**src/rtl/traffic_light_fsm_pkg.sv**
```systemverilog
// traffic_pkg: shared state encodings and light constants for the intersection controller
package traffic_pkg;
    typedef enum logic [2:0] {
        MAIN_GREEN  = 3'd0,
        MAIN_YELLOW = 3'd1,
        ALL_RED_A   = 3'd2,
        SIDE_GREEN  = 3'd3,
        SIDE_YELLOW = 3'd4,
        ALL_RED_B   = 3'd5
    } state_e;

    localparam logic [2:0] LIGHT_RED    = 3'b100;
    localparam logic [2:0] LIGHT_YELLOW = 3'b010;
    localparam logic [2:0] LIGHT_GREEN  = 3'b001;

    function automatic logic [5:0] lights_of(state_e s);
        return {s == MAIN_GREEN ? LIGHT_GREEN : s == MAIN_YELLOW ? LIGHT_YELLOW : LIGHT_RED,
                s == SIDE_GREEN ? LIGHT_GREEN : s == SIDE_YELLOW ? LIGHT_YELLOW : LIGHT_RED};
    endfunction
endpackage

```
**src/rtl/traffic_light_fsm_timer.sv**
```systemverilog
// phase_timer: tick counter with clear, saturating hold at the final count and an expiry flag
module phase_timer #(
    parameter int TICK_W = 8
) (
    input  logic              clk,
    input  logic              reset,
    input  logic              tick_i,
    input  logic              clear_i,
    input  logic              hold_i,
    input  logic [TICK_W-1:0] dur_i,
    output logic              expired_o
);
    logic [TICK_W-1:0] count_q, count_d;
    logic              at_end;

    assign at_end    = count_q == dur_i - TICK_W'(1);
    assign expired_o = tick_i && at_end && !hold_i;

    always_comb begin
        count_d = clear_i ? '0 : !tick_i ? count_q : !at_end ? count_q + TICK_W'(1) : hold_i ? count_q : '0;
    end

    always_ff @(posedge clk) begin
        if (reset) count_q <= '0;
        else       count_q <= count_d;
    end
endmodule

```
**src/rtl/traffic_light_fsm.sv**
```systemverilog
// traffic_light_fsm: two-road phase controller timed by divider ticks, with latched side requests
module traffic_light_fsm
    import traffic_pkg::*;
#(
    parameter int                TICK_W         = 8,
    parameter logic [TICK_W-1:0] MAIN_GREEN_MIN = TICK_W'(10),
    parameter logic [TICK_W-1:0] MAIN_YELLOW_T  = TICK_W'(3),
    parameter logic [TICK_W-1:0] ALL_RED_T      = TICK_W'(1),
    parameter logic [TICK_W-1:0] SIDE_GREEN_T   = TICK_W'(6),
    parameter logic [TICK_W-1:0] SIDE_YELLOW_T  = TICK_W'(3)
) (
    input  logic       clk,
    input  logic       reset,
    input  logic       enable_input,
    input  logic       side_request,
    output logic [2:0] main_lights,
    output logic [2:0] side_lights,
    output logic       divider_reset,
    output logic [2:0] phase
);
    state_e            state_q, state_d;
    logic              req_pending_q, req_pending_d;
    logic              div_rst_q, div_rst_d;
    logic [2:0]        main_q, side_q;
    logic [TICK_W-1:0] dur;
    logic              illegal, hold, expired;

    phase_timer #(.TICK_W(TICK_W)) u_timer (
        .clk      (clk),
        .reset    (reset),
        .tick_i   (enable_input),
        .clear_i  (illegal),
        .hold_i   (hold),
        .dur_i    (dur),
        .expired_o(expired)
    );

    always_comb begin
        illegal = 3'(state_q) > 3'd5;
        hold    = state_q == MAIN_GREEN && !req_pending_q;
        dur     = state_q == MAIN_GREEN  ? MAIN_GREEN_MIN :
                  state_q == MAIN_YELLOW ? MAIN_YELLOW_T  :
                  state_q == SIDE_GREEN  ? SIDE_GREEN_T   :
                  state_q == SIDE_YELLOW ? SIDE_YELLOW_T  : ALL_RED_T;
        state_d = illegal                  ? MAIN_GREEN  :
                  !expired                 ? state_q     :
                  state_q == MAIN_GREEN    ? MAIN_YELLOW :
                  state_q == MAIN_YELLOW   ? ALL_RED_A   :
                  state_q == ALL_RED_A     ? SIDE_GREEN  :
                  state_q == SIDE_GREEN    ? SIDE_YELLOW :
                  state_q == SIDE_YELLOW   ? ALL_RED_B   : MAIN_GREEN;
        // a request arriving in the SIDE_GREEN entry cycle survives for the next cycle
        req_pending_d = side_request || (req_pending_q && !(state_d == SIDE_GREEN && state_q != SIDE_GREEN));
        div_rst_d     = state_d != state_q;
    end

    always_ff @(posedge clk) begin
        if (reset) begin
            state_q       <= MAIN_GREEN;
            req_pending_q <= 1'b0;
            div_rst_q     <= 1'b1;
            main_q        <= LIGHT_GREEN;
            side_q        <= LIGHT_RED;
        end else begin
            state_q          <= state_d;
            req_pending_q    <= req_pending_d;
            div_rst_q        <= div_rst_d;
            {main_q, side_q} <= lights_of(state_d);
        end
    end

    assign main_lights   = main_q;
    assign side_lights   = side_q;
    assign divider_reset = div_rst_q;
    assign phase         = 3'(state_q);
endmodule
```
**config.mk**
```make
export PLATFORM = sky130hd
export DESIGN_NAME = traffic_light_fsm
export DESIGN_NICKNAME = d
export VERILOG_FILES = /design/src/rtl/traffic_light_fsm_pkg.sv /design/src/rtl/traffic_light_fsm_timer.sv /design/src/rtl/traffic_light_fsm.sv
export SDC_FILE = /design/constraint.sdc
export NUM_CORES = 1
export LEC_CHECK = 0
export CORE_MARGIN = 8
export CORE_UTILIZATION = 52
export DETAILED_ROUTE_END_ITERATION = 10
export PLACE_DENSITY = 0.77
export SLEW_MARGIN = 20
export SYNTH_ARGS = -nofsm -noshare
export SYNTH_HDL_FRONTEND = slang
export SYNTH_SLANG_ARGS = --single-unit
```
**constraint.sdc**
```tcl
create_clock -name clk -period 2.24 [get_ports clk]
set_input_delay 0.672 -clock clk [delete_from_list [all_inputs] [get_ports clk]]
set_output_delay 0.672 -clock clk [all_outputs]
set_load 0.1 [all_outputs]
```
==> impl_results.md <==
* Post-Syn Area per Cell at 9.30 µm²
* Initial Utilization at 55.4%
* Worst hold path class: reg2reg
* Sequential element share of the synthesized area at 39.3%
* DP Cell Count at 141
* Worst R2R End: main_lights[0]$_SDFF_PP1_
* Seq cells post-synth at 19
* Pwr/cell area at 484 mW/mm²
* Setup TNS at 0 ns
* I/O Pins at 14
* DP Area at 0.00114 mm²
* Total track usage at 12.2%
* Final hold viol count at 0
* DR vias/cell at 5.52
* Final Skew at 0.00776 ns
* Buffers on Ports at 13
* RSZ-0062 raised after global routing: false
* Site Rows at 15
* Final instance area at 0.00117 mm²
* # setup viols final at 0
* DP HPWL at 1460 µm
* Violated checks: DRC
* Worst-skew pair later-pin latency at 0.30 ns
* CP max stage cell: dfxtp_2
* Layout Utilization at 67.1%
* DR pass1 iterations at 7
* Max Clk Rate at 492 MHz
* Die W at 59.1 µm
* Crit path max fanout at 9
* CTS H-tree depth at 1
* Pins Over Slew Limit at 0
* Max VDD drop at 461 µV
* Mapped Nets at 109
* WL/cell at 13.5 µm
* Antenna fix cells at 0
* Ys flop type: dfxtp_1
* Initial DRC count at 24
* CP cell instances: and4bb_2 > a22o_2 > o211ai_2 > nor2_2 > or2_1 > a221o_1
* CTS tree: yes
* Register Area at 389 µm²
* Non-filler cells, final at 145
* Largest net degree at the start of global routing at 19
* Critical path type: reg2reg
* Drt total wl at 1960 µm
* GPL Wtd Cong at 0.857
* Met3 GRT Util at 1.95%
* CP Launch Type: flop
* Synth area leaders: dfxtp_1 39%, xor2_1 6.3%, nand4_1 3.9%, nor2_1 3.5%, o311ai_0 2.7%
* Top Usage Layer GRT: met2
* Total global routing overflow at 0
* GR Util met2 at 18.8%
* Clock period minus worst slack at 2.03 ns
* CP Buf/Inv Count at 0
* Ys async rst share at 0%
* FF-to-FF path depth at 6
* Slew margin rel. at 52.9%
* CP endpoint kind: flop
* Flop-to-flop setup slack at 0.21 ns
* Initial antenna violation count at 0
* Pwr Total at 566 µW
* Clock transition at path regs at 0.11 ns
* Clk root buf: clkbuf_4
* Worst Path Arrival at 2.23 ns
* P&R area growth vs syn at 21.1%
* DIE HEIGHT at 59.1 µm
* Nets at 126
* Synth Instances at 104
* Netlist Area Pre-Place at 967 µm²
* EDFF count, synth at 0
* Top-area cell type share of the netlist area at 39.3%
* GRT met1 Usage at 15.9%
* Yosys cell types at 40
* Max_cap viols at 0
* Slowest stage delay, CP at 0.45 ns
* CP required at 2.44 ns
* Final antenna-violating net count at 0
* Ys Warns at 0
* Global-route wire length before repair at 3380 µm
* DRC at 2
* Reg-to-Reg Start: phase[2]$_SDFF_PP0_
* Via count at 801
* Worst setup path startpoint: phase[2]$_SDFF_PP0_
* Leakage power at 0.000465 µW
* Vias in the first global route at 766
* Multi-input logic area at 529 µm²
* Fill cell count at 142
* Layout cells sized above 1 at 30.0%
* CTS buffer count at 3
* Die ar. at 0.00350 mm²
* CP top delay family: compound AO/OA/AOI/OAI gates
* CTS Buffer Depth at 2
* Commonest cells in the netlist: 19 x dfxtp_1, 9 x nor2_1, 7 x xor2_1
* Period utilisation layout at 90.7%
* Crit path to: main_lights[0]$_SDFF_PP1_
* Least-Margin Pin Slew at 0.698 ns
* Core Area at 0.00175 mm²
* Post-synth top area cell: dfxtp_1
* Outcome: complete, but fails checks
* Count leader, synth: dfxtp_1
* Clock sink count at 19
* Critical Path Stages at 6
==> cells by family (layout without fill, tap and decap cells) <==
group                    count (synthesis)  after routing  share of synthesized area, %
XOR/XNOR                                10             10                          9.83
flip-flops                              19             19                          39.3
multiplexers                             2              2                          2.20
AO/OA/AOI/OAI                           20             20                          16.6
AND/OR/NAND/NOR                         43             43                          24.3
buffers and inverters                    9             25                          6.47
adder cells (fa/ha/maj)                  1              1                          1.29
==> state kept, by name, indices dropped and copies added, names as in the netlist <==
register	flops
divider_reset	1
main_lights	3
phase	3
req_pending_q	1
side_lights	3
u_timer.count_q	8
==> where the power goes <==
part,total (µW),switching [µW],internal [µW]
registers,346,5.53,341
logic,47.8,28.7,19.1
clock network,172,103,69.3
==> through the flow <==
stage                     setup slack (ns)  hold WS [ns]
after floorplan                     0.0434         0.465
after global placement              0.0669         0.474
after detailed placement            0.0639         0.490
after CTS                            0.114         0.504
after global routing                0.0865         0.572
final                                0.207         0.497
==> tightest hold or removal path, stage by stage (launching register included) <==
cell	delay (ns)
dfxtp_1	0.32
nor2_1	0.09
nor3_1	0.05
==> cell usage in the layout, fill, tap and decap left out, drive strengths merged, types with 2 or more instances in the layout <==
cell and n:
a21oi 5, a22o 2, and3 2, buf 16
clkbuf 4, clkdlybuf4s50 3, dfxtp 19, inv 2
nand2 6, nand4 6, nor2 10, nor3 5
nor4 2, o21ai 5, o311ai 3, or2 3
or2b 2, or3 3, xnor2 2, xor2 8
==> how the worst min path moves through the flow <==
stage	start	end	slack, ns	depth (start not counted)
after floorplan	u_timer.count_q[0]$_SDFFE_PP0P_	u_timer.count_q[0]$_SDFFE_PP0P_	0.46	2
after global placement	req_pending_q$_SDFF_PP0_	req_pending_q$_SDFF_PP0_	0.47	2
after detailed placement	req_pending_q$_SDFF_PP0_	req_pending_q$_SDFF_PP0_	0.49	2
after CTS	req_pending_q$_SDFF_PP0_	req_pending_q$_SDFF_PP0_	0.50	2
after global routing	req_pending_q$_SDFF_PP0_	req_pending_q$_SDFF_PP0_	0.57	2
final	req_pending_q$_SDFF_PP0_	req_pending_q$_SDFF_PP0_	0.50	2
==> routing by layer <==
| metal | routed length [µm] | share of wire (%) | vias up |
|---|---|---|---|
| li1 | - | - | 408 |
| met1 | 942 | 48 | 369 |
| met2 | 906 | 46 | 20 |
| met3 | 73 | 3.7 | 4 |
| met4 | 34 | 1.7 | 0 |
| met5 | 0 | 0 | - |
==> cell type report <==
| class | instances | area share [%] |
|---|---|---|
| clock buffers | 4 | 2.24 |
| flip-flops and latches | 19 | 33.2 |
| inverters | 2 | 0.641 |
| well taps | 25 | 2.67 |
| repair buffers | 19 | 16.0 |
| multi-input cells | 76 | 45.2 |
==> repair_timing <==
item | in CTS | in global routing
endpoints found under the setup margin | 0 | 1
resized for setup | 0 | 1
buffers inserted | 0 | 0
hold buffers | 0 | 0
Power figures use the tool's default switching activity.
